`src/rtl/mem_arbiter.sv`:
```
// Round-robin arbiter giving a kernel and a picture requester access to a
// shared 16-bit memory port; each grant fetches three beats and returns them
// as one 48-bit word.
module mem_arbiter #(
  parameter int unsigned ADDR_W = 32
) (
  input  logic              CLK,
  input  logic              RESET,
  input  logic              CLK_MEM,
  input  logic              REQ_K,
  input  logic [ADDR_W-1:0] ADDR_K,
  input  logic              REQ_P,
  input  logic [ADDR_W-1:0] ADDR_P,
  output logic [ADDR_W-1:0] MEM_ADDRESS,
  input  logic [15:0]       MEM_READ,
  output logic [47:0]       READ,
  output logic              VALID_K,
  output logic              VALID_P,
  output logic [1:0]        GRANT,
  output logic              BUSY
);

  typedef enum logic [1:0] {
    S_IDLE,
    S_ADDR,
    S_DATA,
    S_DONE
  } state_e;

  state_e              state_q, state_d;
  logic [1:0]          beat_q, beat_d;
  logic                last_q, last_d;     // 0 = kernel served last, 1 = picture
  logic [ADDR_W-1:0]   base_q, base_d;
  logic [31:0]         shadow_q, shadow_d; // beats 0 and 1 of the word in flight
  logic [47:0]         read_q, read_d;
  logic [1:0]          grant_q, grant_d;
  logic                pick_k;

  // State register and datapath registers, cleared asynchronously.
  always_ff @(posedge CLK or posedge RESET) begin
    if (RESET) begin
      state_q  <= S_IDLE;
      beat_q   <= '0;
      last_q   <= 1'b1;
      base_q   <= '0;
      shadow_q <= '0;
      read_q   <= '0;
      grant_q  <= '0;
    end else begin
      state_q  <= state_d;
      beat_q   <= beat_d;
      last_q   <= last_d;
      base_q   <= base_d;
      shadow_q <= shadow_d;
      read_q   <= read_d;
      grant_q  <= grant_d;
    end
  end

  // Next-state logic: arbitration in IDLE, beat sequencing on memory strobes.
  always_comb begin
    state_d  = state_q;
    beat_d   = beat_q;
    last_d   = last_q;
    base_d   = base_q;
    shadow_d = shadow_q;
    read_d   = read_q;
    grant_d  = grant_q;
    pick_k   = REQ_K && (!REQ_P || last_q);

    case (state_q)
      S_IDLE: begin
        if (CLK_MEM && (REQ_K || REQ_P)) begin
          base_d  = pick_k ? ADDR_K : ADDR_P;
          grant_d = pick_k ? 2'b01 : 2'b10;
          last_d  = !pick_k;
          beat_d  = '0;
          state_d = S_ADDR;
        end
      end
      S_ADDR: begin
        if (CLK_MEM) state_d = S_DATA;
      end
      S_DATA: begin
        if (CLK_MEM) begin
          case (beat_q)
            2'd0: shadow_d[31:16] = MEM_READ;
            2'd1: shadow_d[15:0]  = MEM_READ;
            default: ;
          endcase
          if (beat_q == 2'd2) begin
            // Last beat goes straight into READ together with the shadow so
            // the full word is already visible while VALID is high in DONE.
            read_d  = {shadow_q, MEM_READ};
            state_d = S_DONE;
          end else begin
            beat_d  = beat_q + 2'd1;
            state_d = S_ADDR;
          end
        end
      end
      S_DONE: begin
        grant_d = '0;
        state_d = S_IDLE;
      end
      default: state_d = S_IDLE;
    endcase
  end

  assign MEM_ADDRESS = (state_q == S_IDLE) ? '0 : base_q + ADDR_W'(beat_q);
  assign READ        = read_q;
  assign GRANT       = grant_q;
  assign BUSY        = (state_q != S_IDLE);
  assign VALID_K     = (state_q == S_DONE) && grant_q[0];
  assign VALID_P     = (state_q == S_DONE) && grant_q[1];

endmodule

```
`config.mk`:
```
export PLATFORM = sky130hd
export DESIGN_NAME = mem_arbiter
export DESIGN_NICKNAME = d
export VERILOG_FILES = /design/src/rtl/mem_arbiter.sv
export SDC_FILE = /design/constraint.sdc
export NUM_CORES = 1
export LEC_CHECK = 0
export CORE_MARGIN = 2
export CORE_UTILIZATION = 47
export DETAILED_ROUTE_END_ITERATION = 10
export GPL_ROUTABILITY_DRIVEN = 1
export PLACE_DENSITY = 0.78
export SYNTH_ARGS = -nofsm -noshare
export SYNTH_HDL_FRONTEND = slang
export SYNTH_SLANG_ARGS = --single-unit
```
`constraint.sdc`:
```
create_clock -name CLK -period 4.4 [get_ports CLK]
set_clock_uncertainty 0.1 [all_clocks]
set_input_delay 0.66 -clock CLK [delete_from_list [all_inputs] [get_ports CLK]]
set_output_delay 0.66 -clock CLK [all_outputs]
set_load 0.1 [all_outputs]
```
Yosys cells after proc, flatten, opt, wreduce, memory -nomap -nowiden
Cells that the tools add are included.
{ "word_totals": {"reg_bits": 119, "in_bits": 85, "output_inout_bits": 85, "word_cells": 53} }
{ "classes": {"n_addsub": 2, "n_eq_ne": 9, "mux": 14, "n_reduce_logical": 20} }
{ "op_table": {"columns": ["op", "n"], "rows": [
  ["$mux W32", 2],
  ["$add A32 B2 Y32", 1],
  ["$mux W2", 9],
  ["$reduce_and A3 Y1", 4],
  ["$ne A2 B2 Y1 const B", 4],
  ["$pmux W2 S2", 2],
  ["$pmux W2 S4", 1],
  ["$eq A2 B2 Y1 const B", 3],
  ["$reduce_bool A2 Y1", 3],
  ["$eq A2 B1 Y1 const B", 2],
  ["$logic_and A1 B1 Y1", 4],
  ["$logic_not A2 Y1", 2],
  ["$reduce_and A2 Y1", 2],
  ["$reduce_and A4 Y1", 1],
  ["$add A2 B1 Y2 const B", 1],
  ["$logic_not A1 Y1", 2],
  ["$logic_or A1 B1 Y1", 2]
]} }

Longest topological paths before layout
Gate-level depths: netlist of run 1.
{ "depth": {"ltp_word": 6, "mapped_depth": 7, "ltp_nobuf": 6} }

Worst setup path before layout of run 1
Ideal clock, no wire load.
{ "synth_path": {"kind": "reg-to-output", "from": "register beat_q[0]", "to": "output port MEM_ADDRESS[26]", "t_arrival_ns": 3.421, "t_required_ns": 3.640, "path_slack_ns": 0.219, "stages_incl_launch_ff": 7, "path_cell_list": "dfrtp_1 > ha_1 > fa_1 > nand4_2 > or3_2 > or4_1 > a21oi_1"} }
{ "synth_between": {"elab_chain_cells": 2} }
{ "synth_rtl": {"columns": ["item", "line", "source"], "rows": [
  ["start: declaration", "31", "logic [1:0] beat_q, beat_d;"],
  ["start signal: assignment", "51", "beat_q <= beat_d;"],
  ["$add A32 B2 Y32", "110", "assign MEM_ADDRESS = (state_q == S_IDLE) ? '0 : base_q + ADDR_W'(beat_q);"],
  ["$mux W32", "110", null],
  ["end: declaration", "14", "output logic [ADDR_W-1:0] MEM_ADDRESS,"]
]} }
No other way between the ends.

Worst setup path after layout of run 1
{ "layout_path": {"from": "register beat_q[0]", "to": "output port MEM_ADDRESS[30]"} }
The elaborated chain is that of the path after synthesis.

==> flow_metrics.env, run 1 <==
export IMPL_drv_cap=0
export IMPL_tightest_slew_ps=1150
export IMPL_path_class="flip-flop to output pin"
export IMPL_hold_start="shadow_q[18]$_DFFE_PP0P_"
export IMPL_start_util=0.477
export IMPL_root_buffer="clkbuf_16"
export IMPL_areaGrowthSynthToFinish_pct=42.1
export IMPL_synth_cells=495
export IMPL_holdWs_ps=399
export IMPL_end_kind="output pin"
export IMPL_clk_path_buf_depth=2
export IMPL_drt_vias_per_instance=5.43
export IMPL_core_area_um2=11900
export IMPL_drt_iter0_markers=274
export IMPL_cts_tree="done"
export IMPL_grt_pass1_vias=4533
export IMPL_grt_max_degree=120
export IMPL_hp_class="flip-flop to flip-flop"
export IMPL_clkTransAtPathRegs_ps=60
export IMPL_gp_congestion=0.808
export IMPL_insertion_delay_ps=410
export IMPL_dp_slack_ps=981
export IMPL_drv_slew=0
export IMPL_die_w_um=114
export IMPL_maxSlewHeadroom=0.231
export IMPL_drtPass1Iterations=5
export IMPL_rr_worst_depth=6
export IMPL_worst_hold_path_endpoint="shadow_q[18]$_DFFE_PP0P_"
export IMPL_dieArea_um2=13000
export IMPL_nets=753
export IMPL_ys_warn_count=0
export IMPL_antenna_left=0
export IMPL_fin_util=0.677
export IMPL_wl_mm=13.7
export IMPL_syn_area_per_cell_um2=11.5
export IMPL_routedWlPerCell_um=16.7
export IMPL_htreeDepth=4
export IMPL_drc=0
export IMPL_gr_total_overflow=0
export IMPL_drive_gt1_frac=0.241
export IMPL_hold_depth=1
export IMPL_crit_required_ps=3640
export IMPL_seq_area_frac_synth=0.525
export IMPL_setup_violations=0
export IMPL_layout_setup_ws_ps=553
export IMPL_clock_fmax_ghz=0.260
export IMPL_ys_types=44
export IMPL_outcome="complete, no violations"
export IMPL_num_antenna_cells=0
export IMPL_grtUsageTotal=0.215
export IMPL_dp_hpwl_mm=9.54
export IMPL_cts_sinks=119
export IMPL_cp_max_fo=9
export IMPL_ys_seq_elements=119
export IMPL_hold_viol_final=0
export IMPL_rrSetupSlack_ps=1760
export IMPL_synth_nets=586
export IMPL_setup_tns_ps=0
export IMPL_cts_hold_buffers=0
export IMPL_finalCritPeriodShare=0.874
export IMPL_rsz0062_at_grt="false"
export IMPL_chipHeight_um=114
export IMPL_ioPinCount=170
export IMPL_cts_resized=0
export IMPL_grt_first_pass_wirelength_mm=21.9
export IMPL_startpoint_type="flip-flop"
export IMPL_port_buffers=169
export IMPL_critical_path_arrival_ps=3090
export IMPL_layout_min_cycle_time_ps=3850
export IMPL_timing_rr_start="state_q[1]$_DFFE_PP0P_"
export IMPL_antenna_found_initial=0
export IMPL_r2r_end="GRANT[0]$_DFFE_PP0P_"
export IMPL_netlist_area_um2=5680
export IMPL_numCtsBuffers=17
export IMPL_cts_setup_buffers=0
export IMPL_vias=4467
export IMPL_fp_row_count=40
synthesized netlist by cell type (all sizes together):
cell type	instances	area share
a21o	1	0.0013
a21oi	52	0.046
a22oi	1	0.0013
a31oi	2	0.0022
a41o	2	0.0035
and2	2	0.0022
and3	5	0.0055
and4	2	0.0033
buf	8	0.0073
clkbuf	18	0.014
dfrtp	118	0.52
dfstp	1	0.0046
fa	1	0.0035
ha	5	0.011
inv	9	0.0060
mux2	81	0.16
mux2i	34	0.060
nand2	19	0.013
nand2b	1	0.0011
nand3	13	0.013
nand4	7	0.0099
nor2	49	0.032
nor3	3	0.0026
nor3b	1	0.0013
nor4	3	0.0033
o21ai	12	0.011
o22ai	1	0.0011
o2bb2ai	1	0.0015
o31ai	10	0.013
o32ai	1	0.0015
or2	1	0.0011
or3	9	0.010
or4	13	0.018
xnor2	5	0.0077
xor2	4	0.0062
area by class of cell:
cell class                 instances  area [um2]
clock buffer                      18         439
clock inverter                    14         196
fill                             916        3840
inverter                           9        36.3
multi-input combinational        341        2570
sequential                       119        2980
tap                              147         184
timing repair buffer             174        1660
registers in the layout, indices dropped and copies added, names as in the netlist:
register / count
GRANT: 2
READ: 48
base_q: 32
beat_q: 2
last_q: 1
shadow_q: 32
state_q: 2
placed cells by master (no fill, tap or decap), drive strengths merged, types with 10 or more instances in the layout:
| cell | instances |
|---|---|
| a21oi | 52 |
| buf | 36 |
| clkbuf | 18 |
| clkdlybuf4s50 | 138 |
| dfrtp | 118 |
| inv | 12 |
| mux2 | 81 |
| mux2i | 34 |
| nand2 | 19 |
| nand3 | 13 |
| nor2 | 49 |
| o21ai | 12 |
| o31ai | 10 |
| or4 | 13 |
worst max-delay path by stage:
| stage | from | endpoint | slack [ps] |
|---|---|---|---|
| 2_1_floorplan | beat_q[0]$_DFFE_PP0P_ | MEM_ADDRESS[26] | 220 |
| 3_3_place_gp | beat_q[0]$_DFFE_PP0P_ | MEM_ADDRESS[30] | 1070 |
| 3_5_place_dp | beat_q[0]$_DFFE_PP0P_ | MEM_ADDRESS[26] | 980 |
| 4_1_cts | beat_q[0]$_DFFE_PP0P_ | MEM_ADDRESS[30] | 540 |
| 5_1_grt | beat_q[0]$_DFFE_PP0P_ | MEM_ADDRESS[30] | 430 |
| 6_report | beat_q[0]$_DFFE_PP0P_ | MEM_ADDRESS[30] | 550 |
kinds of logic after synthesis:
family / share of synthesized area
xor+xnor: 0.0139
compound gates: 0.0822
flops: 0.525
mux: 0.221
buf+inv: 0.0271
fa+ha+maj: 0.0145
simple gates: 0.117
stage by stage:
step / area [um2] / std cells
after floorplan: 5680 / 495
after global placement: 7430 / 790
after detailed placement: 7430 / 790
after CTS: 8070 / 822
after global routing: 8070 / 822
final: 8070 / 822
critical path, stage by stage (launching register included):
cell and delay, ps:
dfrtp_1 380, ha_1 230, fa_1 270, nand4_2 220, or3_2 570, or4_1 480, a21oi_1 200, buf_4 320
per-layer routing:
metal	wire length, um	vias up	track usage	part of all wire
met5	0	-	0	0
met3	1180	17	0.0882	0.086
met1	5630	2163	0.252	0.41
li1	-	2131	-	-
met4	152	0	0.0634	0.011
met2	6760	156	0.364	0.49
Power of run 1 is not shown: default switching activity piles up to over one toggle a cycle in this logic, so the estimate is an artifact.
==> inputs of run 2 (changes only) <==
Settings changed: GPL_ROUTABILITY_DRIVEN 1 to 0.
==> results of run 2 <==
Same layout as run 1: the final DEF is identical, and so are final timing and power.
Power of run 2 is left out for the same reason.
